## src/rtl/ps2_pkg.sv

```systemverilog
// Shared PS/2 receive types and frame constants.
// Imported by the receiver and the key-memory stage.
package ps2_pkg;

  typedef enum logic [1:0] {
    IDLE,
    DATA,
    PARITY,
    STOP
  } ps2_rx_state_t;

  localparam logic       PS2_START_BIT = 1'b0;
  localparam logic       PS2_STOP_BIT  = 1'b1;
  localparam logic [7:0] PS2_BREAK     = 8'hF0;
  localparam logic [7:0] PS2_EXTENDED  = 8'hE0;

  // Odd parity: data bits plus parity bit hold an odd number of ones.
  function automatic logic ps2_parity_ok(
    input logic [7:0] b,
    input logic       p
  );
    return ^{b, p};
  endfunction

endpackage

```

## src/rtl/ps2_line_filter.sv

```systemverilog
// Synchroniser, stability filter and falling-edge strobe
// for one asynchronous PS/2 line.
module ps2_line_filter #(
  parameter int SYNC_STAGES = 2,
  parameter int FILTER_LEN  = 8
) (
  input  logic clk,
  input  logic rst,
  input  logic i_line,
  output logic o_fall
);

  localparam int CW = $clog2(FILTER_LEN + 1);
  localparam logic [CW-1:0] CNT_LAST =
    CW'(FILTER_LEN - 1);

  logic [SYNC_STAGES-1:0] r_sync;
  logic [CW-1:0]          r_cnt;
  logic                   r_filt;
  logic                   r_fall;
  logic                   w_sync;

  assign w_sync = r_sync[SYNC_STAGES-1];
  assign o_fall = r_fall;

  always_ff @(posedge clk or negedge rst) begin
    if (!rst) begin
      r_sync <= '1;
    end else begin
      r_sync <= {r_sync[SYNC_STAGES-2:0], i_line};
    end
  end

  // The filtered level only follows a run of
  // FILTER_LEN consecutive samples at the new level.
  always_ff @(posedge clk or negedge rst) begin
    if (!rst) begin
      r_filt <= 1'b1;
      r_cnt  <= '0;
      r_fall <= 1'b0;
    end else begin
      r_fall <= 1'b0;
      if (w_sync == r_filt) begin
        r_cnt <= '0;
      end else if (r_cnt == CNT_LAST) begin
        r_filt <= w_sync;
        r_cnt  <= '0;
        r_fall <= ~w_sync;
      end else begin
        r_cnt <= r_cnt + 1'b1;
      end
    end
  end

endmodule

```

## src/rtl/ps2_receiver.sv

```systemverilog
// PS/2 keyboard receiver: frames ps2_clk/ps2_data into
// checked 8-bit scan codes with error pulses.
module ps2_receiver
  import ps2_pkg::*;
#(
  parameter int SYNC_STAGES    = 2,
  parameter int FILTER_LEN     = 8,
  parameter int TIMEOUT_CYCLES = 10000
) (
  input  logic       clk,
  input  logic       rst,
  input  logic       ps2_clk,
  input  logic       ps2_data,
  output logic [7:0] scanCode,
  output logic       scanCodeReady,
  output logic       parityError,
  output logic       frameError
);

  localparam int TW = $clog2(TIMEOUT_CYCLES + 1);
  localparam logic [TW-1:0] TMO_MAX =
    TW'(TIMEOUT_CYCLES);

  ps2_rx_state_t          r_state;
  logic [SYNC_STAGES-1:0] r_data_sync;
  logic [7:0]             r_shift;
  logic [2:0]             r_bitcnt;
  logic                   r_parity;
  logic [TW-1:0]          r_tmo;
  logic [7:0]             r_code;
  logic                   r_ready;
  logic                   r_perr;
  logic                   r_ferr;
  logic                   w_fall;
  logic                   w_data;
  logic                   w_timeout;

  ps2_line_filter #(
    .SYNC_STAGES (SYNC_STAGES),
    .FILTER_LEN  (FILTER_LEN)
  ) u_clk_filter (
    .clk    (clk),
    .rst    (rst),
    .i_line (ps2_clk),
    .o_fall (w_fall)
  );

  always_ff @(posedge clk or negedge rst) begin
    if (!rst) begin
      r_data_sync <= '1;
    end else begin
      r_data_sync <=
        {r_data_sync[SYNC_STAGES-2:0], ps2_data};
    end
  end

  assign w_data    = r_data_sync[SYNC_STAGES-1];
  assign w_timeout = (r_state != IDLE) &&
                     (r_tmo == TMO_MAX);

  always_ff @(posedge clk or negedge rst) begin
    if (!rst) begin
      r_state  <= IDLE;
      r_shift  <= '0;
      r_bitcnt <= '0;
      r_parity <= 1'b0;
      r_tmo    <= '0;
      r_code   <= '0;
      r_ready  <= 1'b0;
      r_perr   <= 1'b0;
      r_ferr   <= 1'b0;
    end else begin
      r_ready <= 1'b0;
      r_perr  <= 1'b0;
      r_ferr  <= 1'b0;

      if (w_fall || r_state == IDLE) begin
        r_tmo <= '0;
      end else if (r_tmo != TMO_MAX) begin
        r_tmo <= r_tmo + 1'b1;
      end

      if (w_fall) begin
        unique case (r_state)
          IDLE: begin
            if (w_data == PS2_START_BIT) begin
              r_state  <= DATA;
              r_shift  <= '0;
              r_bitcnt <= '0;
            end
          end
          DATA: begin
            r_shift <= {w_data, r_shift[7:1]};
            if (r_bitcnt == 3'd7) begin
              r_bitcnt <= '0;
              r_state  <= PARITY;
            end else begin
              r_bitcnt <= r_bitcnt + 3'd1;
            end
          end
          PARITY: begin
            r_parity <= w_data;
            r_state  <= STOP;
          end
          STOP: begin
            r_state <= IDLE;
            // A bad stop bit outranks a parity failure.
            if (w_data != PS2_STOP_BIT) begin
              r_ferr <= 1'b1;
            end else if (ps2_parity_ok(r_shift,
                                       r_parity)) begin
              r_code  <= r_shift;
              r_ready <= 1'b1;
            end else begin
              r_perr <= 1'b1;
            end
          end
          default: r_state <= IDLE;
        endcase
      end else if (w_timeout) begin
        r_state  <= IDLE;
        r_shift  <= '0;
        r_bitcnt <= '0;
        r_tmo    <= '0;
        r_ferr   <= 1'b1;
      end
    end
  end

  assign scanCode      = r_code;
  assign scanCodeReady = r_ready;
  assign parityError   = r_perr;
  assign frameError    = r_ferr;

endmodule
```

## config.mk

```make
export PLATFORM = sky130hd
export DESIGN_NAME = ps2_receiver
export DESIGN_NICKNAME = d
export VERILOG_FILES = /design/src/rtl/ps2_pkg.sv /design/src/rtl/ps2_line_filter.sv /design/src/rtl/ps2_receiver.sv
export SDC_FILE = /design/constraint.sdc
export NUM_CORES = 1
export LEC_CHECK = 0
export CORE_MARGIN = 2
export CORE_UTILIZATION = 55
export DETAILED_ROUTE_END_ITERATION = 16
export PLACE_DENSITY_LB_ADDON = 0.08
export REMOVE_ABC_BUFFERS = 1
export SLEW_MARGIN = 20
export SYNTH_ARGS = -nofsm -noshare
export SYNTH_HDL_FRONTEND = slang
export SYNTH_SLANG_ARGS = --single-unit
```

## constraint.sdc

```tcl
create_clock -name clk -period 2.53 [get_ports clk]
set_input_delay 0.506 -clock clk [delete_from_list [all_inputs] [get_ports clk]]
set_output_delay 0.506 -clock clk [all_outputs]
set_load 0.01 [all_outputs]
```

==> impl_results.md, run 1 <==
- Synth top area cells: dfrtp_1 (50%), dfstp_2 (5.9%), xnor2_1 (5.1%), ha_1 (5.1%), mux2_2 (4.6%)
- Iteration-0 DRC Markers: 74
- Most frequent cells in the layout: dfrtp_1 (44), nor2_1 (21), inv_1 (14)
- Share of cells above drive strength 1: 13.9%
- # H-tree levels: 2
- Internal Power: 0.00105 W
- GRT Total Usage: a little under a fifth
- Seq pwr share: approximately three fifths
- Required time worst endpoint: 2730 ps
- GPL Wtd Cong: 0.763
- Number of synthesized flops with an enable pin: 0
- Final HPWL from detailed placement: approximately 2500 um
- RSZ-0062 raised after global routing: false
- CTS Buf Count: 5
- WL/cell: ~13 um
- Hold_ws: approximately 170 ps
- FILL cells: 310
- Root buffer cell: clkbuf_8
- Routed Antenna Nets: 0
- GRT overflow: 0
- Slew HR: between 60% and 70%
- Placed Instances: 251
- IO Pins: 15
- Vias in the first global route: between 1,000 and 1,500
- Async set or reset register ratio after synthesis: 100%
- Clk_lat worst skew: approximately 300 ps
- Via count: approximately 1,400
- Setup TNS: 0 ps
- Final net count: 221
- Std-Cell Rows: 23
- Routed WL: 3470 um
- Fin crit share: between 70% and 80%
- Final hold violation count: 0
- First-pass GRT wire length: 6200 um
- Actual slew at the worst max-slew pin: roughly 590 ps
- Max Fclk: 514 MHz
- Storage cell area: around 1200 um^2
- Critical Path End Type: flop
- Die Y: around 67 um
- CP arrival: roughly 2100 ps
- Seq cells post-synth: slightly below 50
- Distinct cell type count after synthesis: 36
- Post-Syn Area: approximately 2200 um^2
- DRT Pass-1 Iters: 4
- Number of buffers added on ports: 14
- DIE WIDTH: about 67 um
- HP Class: input port to async pin
- Worst VDD drop: ~0.00031 V
- Hold_buf cts: 0
- Clock Path Buffers: 2
- Die area: between 4000 and 5000 um^2
- Initial Utilization: a little under three fifths
- CTS tree: yes
- Commonest non-fill, non-tap cell in the layout: dfrtp_1
- Register area share after synthesis: a little under three fifths
- Fin. max-slew vios: 0
- Leak: around 1.1 nW
- YS warnings: 0
- DRC errors left: 0
- Worst-path clk slew: about 90 ps
- DR vias/cell: between 5 and 6
- Postcts setup bufs: 0
- Syn Area/Cell: 11.8 um^2
- MaxCap Viol Count: 0
- Ant. Diodes: 0
- Clock Skews: about 7 ps
- Initial antenna violation count: 0
- Final Setup Violations: 0
- # clock sinks: between 40 and 50
- Core Region: between 3000 and 4000 um^2
- Post-cts gate resize count: 0
- Startpoint Class: flop
- WS Path Type: flop to flop
- Post-synth top area share: about half
- P&R area growth vs syn: 13.7%
- Sw Share: approximately a quarter
- Non-Filler Instances: roughly 260
- Switching power: about 0.00032 W
- Finished Core Util: between 60% and 70%
- Pwr/cell area: 547 nW/um^2
- Worst-path fanout max: 9
- Status: finished, final reports clean
- Multi-input logic area: ~920 um^2
- Clock share of power: between 30 and 40%
- Fin crit period: just under 2000 ps
- Yosys top cell by area: dfrtp_1
- Total chip power: about 0.0014 W
- Ys flop type: dfrtp_1
- Post-synthesis instance total: between 150 and 200
- Largest net degree at the start of global routing: 29
- Part of the power in combinational logic: 5.6%
## synth_stat cells, types with 2 or more instances
library cell / count
dfrtp_1: 44
mux2_2: 9
and3_1: 2
nor3_1: 4
nor2_1: 21
o21ai_0: 5
nand2_1: 8
nand4_1: 2
a22o_1: 10
a21oi_1: 2
nor4_1: 4
inv_1: 14
xnor2_1: 13
nor3b_1: 3
dfstp_2: 5
ha_1: 9
a311o_1: 2
clkbuf_1: 2
nand3_1: 9
xor2_1: 4
## cell type report
type	instances	area share, %
Inverter	14	2.09
Clock buffer	5	2.73
Sequential cell	49	49.0
Tap cell	50	2.49
Clock inverter	3	0.845
Multi-Input combinational cell	122	36.4
Timing Repair Buffer	16	6.46
## stage by stage
stage	cell area (um^2)	setup WS (ps)
floorplan	2200	716
global placement	2430	638
detailed placement	2430	580
CTS	2520	564
global route	2520	443
finish	2520	584
## logic make-up (layout without fill, tap and decap cells)
group                    after synthesis  in the layout  share of synthesized area, %
flip-flops                            49             49                          55.7
XOR/XNOR                              19             19                          8.82
AND/OR/NAND/NOR                       59             59                          13.3
multiplexers                          10             10                          5.60
adder cells (fa/ha/maj)                9              9                          5.09
AO/OA/AOI/OAI                         25             25                          8.65
buffers and inverters                 17             38                          2.88
## layer usage
metal / track usage, % / wire, um / vias to the layer above
li1: - / - / 697
met1: 23.1 / 1520 / 703
met2: 30.7 / 1760 / 25
met3: 5.50 / 127 / 5
met4: 7.65 / 65 / 0
met5: 0 / 0 / -
## power by group through the flow
stage	combinational (W)	sequential [W]	clock (W)
2_1_floorplan	0.0000490	0.000851	0
3_3_place_gp	0.0000754	0.000853	0
3_5_place_dp	0.0000795	0.000856	0
4_1_cts	0.0000804	0.000841	0.000474
5_1_grt	0.0000932	0.000844	0.000511
6_report	0.0000772	0.000841	0.000458
## worst paths after layout
kind	from	slack [ps]	end	cells past startpoint
max	r_shift[3]	580	scanCode[6]	4
max in group asynchronous	rst	1760	u_clk_filter.r_sync[1]	2
min in group clk	r_data_sync[0]	360	r_data_sync[1]	0
min	rst	170	scanCode[6]	1
min reg2reg	r_data_sync[0]	360	r_data_sync[1]	0
max reg2reg	r_shift[3]	580	scanCode[6]	4
## state kept, by name, indices dropped and copies added, names as in the netlist
| name | count |
|---|---|
| r_tmo | 14 |
| r_shift | 8 |
| scanCode | 8 |
| u_clk_filter.r_cnt | 4 |
| r_bitcnt | 3 |
| r_data_sync | 2 |
| r_state | 2 |
| u_clk_filter.r_sync | 2 |
| frameError | 1 |
| parityError | 1 |
| r_parity | 1 |
| scanCodeReady | 1 |
| u_clk_filter.o_fall | 1 |
| u_clk_filter.r_filt | 1 |
## critical path: stages (launching register included)
cell and delay, ps:
dfrtp_1 440, xor2_1 160, xnor3_2 450, mux2i_4 410
mux2_2 380
Power figures use the tool's default switching activity.
==> inputs of run 2 (changes only) <==
Settings changed: CORE_UTILIZATION 55 to 52.
Clock period 2.53 ns to 1.55 ns, I/O delays scaled along.
==> impl_results.md, run 2 (synthesized netlist as in run 1, its figures left out) <==
- Critical Path End Type: flop
- Gr busiest metal: met2
- Required time worst endpoint: around 1700 ps
- Final net count: 267
- WS Path Type: flop to flop
- RSZ-0062 raised after global routing: true
- Std-Cell Rows: 23
- Status: finished, violations left
- Pwr/cell area: a little under 800 nW/um^2
- Slowest CP cell: xnor3_2
- IO Pins: 15
- Worst-path clk slew: 90 ps
- Clock Skews: 8.87 ps
- Most flop-heavy register: r_tmo
- # clock sinks: between 40 and 50
- Max reg flops: 14
- Failing checks: setup timing
- Fin. max-slew vios: 0
- Die Y: 69.2 um
- Worst-path fanout max: 9
- Max Fclk: 535 MHz
- CTS Buf Count: 5
- Share of cells above drive strength 1: a little over a third
- Final hold violation count: 0
- FF-to-FF path depth: 5
- Fin crit share: 121%
- Slew HR: slightly below 70%
- Via count: about 1,600
- First-pass GRT wire length: between 7000 and 8000 um
- # H-tree levels: 2
- Core Region: between 4000 and 5000 um^2
- Die area: ~4800 um^2
- Number of buffers added on ports: 14
- Sw Share: 21.7%
- Worst VDD drop: 0.000509 V
- MaxCap Viol Count: 0
- Hold path depth: 0
- Hold_ws: ~360 ps
- Routed WL: about 4400 um
- Worst path max stage delay: 440 ps
- Hold Startpoint: r_data_sync[0]
- Vias in the first global route: 1,598
- Commonest non-fill, non-tap cell in the layout: dfrtp_1
- Largest net degree at the start of global routing: 31
- Startpoint Class: flop
- FILL cells: approximately 250
- DIE WIDTH: ~70 um
- Internal Power: 0.00193 W
- Routed Antenna Nets: 0
- HP Class: flop to flop
- Setup TNS: -2590 ps
- Part of the power in combinational logic: 5.7%
- Leak: roughly 1.5 nW
- Worst r2r src: r_shift[4]
- DR vias/cell: ~5.2
- Final HPWL from detailed placement: about 3000 um
- Fin crit period: about 1900 ps
- Met1 Usage GRT: 24.1%
- DRT Pass-1 Iters: 4
- Root buffer cell: clkbuf_8
- Initial antenna violation count: 0
- Clock share of power: approximately 39%
- Initial Utilization: roughly 55%
- Most frequent cells in the layout: dfrtp_1 (44), buf_4 (38), nor2_1 (21)
- Iteration-0 DRC Markers: 77
- Worst-path cell chain: xor2_1, xnor3_2, mux2i_4, buf_12, mux2_2
- Switching power: 0.000535 W
- Clock Path Buffers: 2
- GRT Total Usage: between 10% and 20%
- Met2 Use GR: 32.3%
- WL/cell: around 14 um
- Seq pwr share: between 50% and 60%
- Ant. Diodes: 0
- CTS tree: yes
- Total chip power: between 0.002 and 0.0025 W
- GR Layer Usage met3: about 4.4%
- DRC errors left: 0
- GPL Wtd Cong: 0.809
- Clk_lat worst skew: ~300 ps
- P&R area growth vs syn: 40.0%
- Final Worst Setup Slack: -318 ps
- Final Setup Violations: 12
- GRT overflow: 0
- CP arrival: about 2100 ps
- Actual slew at the worst max-slew pin: between 400 and 500 ps
- CP Launch Point: r_shift[4]
-- run 2: cell count changes in the layout (fill, tap and decap cells not counted), sizes merged --
| cell | before | now |
|---|---|---|
| clkbuf | 5 | 6 |
| inv | 15 | 14 |
| dlymetal6s2s | 0 | 4 |
| buf | 3 | 48 |
| clkdlybuf4s50 | 13 | 9 |
| clkinv | 1 | 0 |
| dlygate4sd3 | 0 | 1 |
| bufinv | 0 | 1 |
-- run 2: critical path, delay by kind of cell, from the launching register on --
| kind | cells | cell delay [ps] |
|---|---|---|
| muxes | 2 | 590 |
| DFF | 1 | 400 |
| buffers and inverters | 1 | 160 |
| xor gates and xnor gates | 2 | 600 |
-- run 2: power by group through the flow --
stage          Sequential [W]  Combinational [W]  Clock (W)
5_1_grt               0.00138           0.000164    0.00103
2_1_floorplan         0.00139          0.0000799          0
6_report              0.00137           0.000141   0.000949
3_5_place_dp          0.00140           0.000141          0
3_3_place_gp          0.00139           0.000126          0
4_1_cts               0.00137           0.000145   0.000969
-- run 2: repair_timing --
action	CTS	global route
pin swaps	14	16
buffers inserted	2	6
setup endpoints to repair	36	41
gates resized for setup	18	25
hold endpoints to repair	17	0
hold buffers	1	0
-- run 2: path summary, 6_finish.rpt --
check / endpoint / slack [ps]
max: scanCode[6] / -320
min: r_data_sync[1] / 360
max reg2reg: scanCode[6] / -320
min reg2reg: r_data_sync[1] / 360
max in group asynchronous: u_clk_filter.r_sync[1] / 480
min in group asynchronous: r_shift[3] / 490
-- run 2: final cells by class --
cell class | count | area, um^2 | share of cell area (%)
Sequential cell | 49 | 1230 | 39.8
Multi-Input combinational cell | 122 | 1060 | 34.3
Timing Repair Buffer | 62 | 568 | 18.3
Clock buffer | 6 | 82.6 | 2.66
Tap cell | 50 | 62.6 | 2.02
Inverter | 14 | 52.6 | 1.70
Clock inverter | 2 | 37.5 | 1.21
-- run 2: layer usage --
layer	wire, um	part of all wire (%)
met5	0	0
met4	66	1.5
met3	112	2.5
met2	2270	52
met1	1950	44
-- run 2: stage by stage --
step | cells | setup slack (ps) | util (%) | area (um^2)
finish | 305 | -318 | 76.4 | 3100
global route | 305 | -355 | 76.4 | 3100
CTS | 299 | -294 | 72.7 | 2950
detailed placement | 288 | -488 | 67.0 | 2720
global placement | 288 | -372 | 67.0 | 2720
floorplan | 185 | -264 | - | 2200
==> inputs of run 3 (changes only) <==
Settings changed: CORE_UTILIZATION 52 to 55, SLEW_MARGIN 20 to unset.
Clock period 1.55 ns to 2 ns, I/O delays scaled along.
==> impl_results.md, run 3 (synthesized netlist as in run 1, its figures left out) <==
- Actual slew at the worst max-slew pin: 571 ps
- Via count: between 1,000 and 1,500
- Share of cells above drive strength 1: 15.6%
- WS Path Type: flop to flop
- P&R area growth vs syn: 16.7%
- Hold_buf cts: 0
- Status: finished, final reports clean
- HP Class: input port to async pin
- Pwr/cell area: ~700 nW/um^2
- Root buffer cell: clkbuf_8
- Die Y: a little under 70 um
- Worst-path cell chain: xor2_1, xnor3_2, mux2i_4, buf_12, mux2_2
- Final Setup Violations: 0
- Largest net degree at the start of global routing: 50
- Routed Antenna Nets: 0
- Final net count: approximately 220
- GRT Total Usage: a little under a fifth
- DR vias/cell: around 5.4
- Routed WL: between 3000 and 4000 um
- Final hold violation count: 0
- Std-Cell Rows: 23
- DIE WIDTH: just under 70 um
- Leak: 1.13 nW
- First-pass GRT wire length: between 6000 and 7000 um
- Slew HR: 61.6%
- Die area: around 4500 um^2
- IO Pins: 15
- Fin area: ~2600 um^2
- Critical Path End Type: flop
- Most frequent cells in the layout: dfrtp_1 (44), nor2_1 (21), inv_1 (14)
- Vias in the first global route: between 1,000 and 1,500
- Max reg flops: 14
- Clock Path Buffers: 2
- Worst-path fanout max: 9
- # H-tree levels: 2
- Ant. Diodes: 0
- Fin crit period: 1910 ps
- Clock Skews: about 11 ps
- Required time worst endpoint: between 2000 and 2500 ps
- Fin crit share: a little over nine tenths
- Total chip power: 0.00186 W
- MaxCap Viol Count: 0
- Worst VDD drop: 0.000555 V
- RSZ-0062 raised after global routing: false
- CP arrival: 2100 ps
- Iteration-0 DRC Markers: just under 90
- # clock sinks: 49
- Commonest non-fill, non-tap cell in the layout: dfrtp_1
- Final HPWL from detailed placement: approximately 2500 um
- DRC errors left: 0
- Clk_lat worst skew: 300 ps
- Worst-path clk slew: 80 ps
- Max Fclk: 525 MHz
- Cell Area, Placed: roughly 2400 um^2
- FF-to-FF path depth: 5
- Startpoint Class: flop
- DRT Pass-1 Iters: 4
- Initial Utilization: a little under three fifths
- Setup TNS: 0 ps
- CTS Buf Count: 5
- Hold_ws: roughly 65 ps
- Fin. max-slew vios: 0
- Core Region: between 3000 and 4000 um^2
- WL/cell: between 10 and 15 um
- Most flop-heavy register: r_tmo
- GRT overflow: 0
- CTS tree: yes
- Number of buffers added on ports: 14
- Slowest CP cell: xnor3_2
- Final Worst Setup Slack: roughly 94 ps
- Initial antenna violation count: 0
- Pre-CTS WS: -21.8 ps
- GPL Wtd Cong: 0.772
- Worst path max stage delay: 460 ps
[run 3: cell types whose count changed in the layout (fill, tap and decap cells not counted), sizes merged]
cell / before / now
dlymetal6s2s: 4 / 0
dlygate4sd3: 1 / 0
clkinv: 0 / 1
clkdlybuf4s50: 9 / 13
clkbuf: 6 / 5
buf: 48 / 5
[run 3: report_power, final]
group | switching [W] | internal [W]
clock | 0.000327 | 0.000374
sequential | 0.0000279 | 0.00104
combinational | 0.0000498 | 0.0000476
[run 3: cell type report]
class / instances / area (um^2)
Inverter: 14 / 52.6
Tap cell: 50 / 62.6
Timing Repair Buffer: 18 / 190
Fill cell: 304 / 1360
Clock buffer: 5 / 68.8
Sequential cell: 49 / 1230
Multi-Input combinational cell: 122 / 930
Clock inverter: 3 / 46.3
[run 3: repair_timing]
action / in CTS / in global routing
endpoints found under the setup margin: 10 / 10
endpoints found under the hold margin: 0 / 0
cloned: 0 / 0
setup buffers: 0 / 1
resized for setup: 1 / 1
[run 3: per-layer routing]
metal	global-route usage [%]	share of wire (%)	vias up
met5	0	0	-
met2	32.2	51	18
li1	-	-	695
met3	5.67	3.0	5
met4	6.89	1.5	0
met1	21.7	45	690
[run 3: through the flow]
| step | std cells | utilization [%] |
|---|---|---|
| after global placement | 252 | 61.8 |
| after global routing | 261 | 65.5 |
| after floorplan | 185 | - |
| after CTS | 260 | 64.8 |
| after detailed placement | 252 | 61.8 |
| final | 261 | 65.5 |
[run 3: final timing paths]
| check | from | to | slack, ps |
|---|---|---|---|
| worst min-delay path | rst | scanCode[7] | 60 |
| max in group asynchronous | rst | r_data_sync[1] | 1640 |
| worst max-delay path | r_shift[4] | scanCode[4] | 90 |
| worst max register to register | r_shift[4] | scanCode[4] | 90 |
| worst min register to register | r_data_sync[0] | r_data_sync[1] | 360 |
| min in group clk | r_data_sync[0] | r_data_sync[1] | 360 |
[run 3: worst max-delay path: cells and delay by family, from the launching register on]
family                    cells  cell delay (ps)
buffers and inverters         1              150
DFF                           1              430
muxes                         2              590
xor gates and xnor gates      2              630
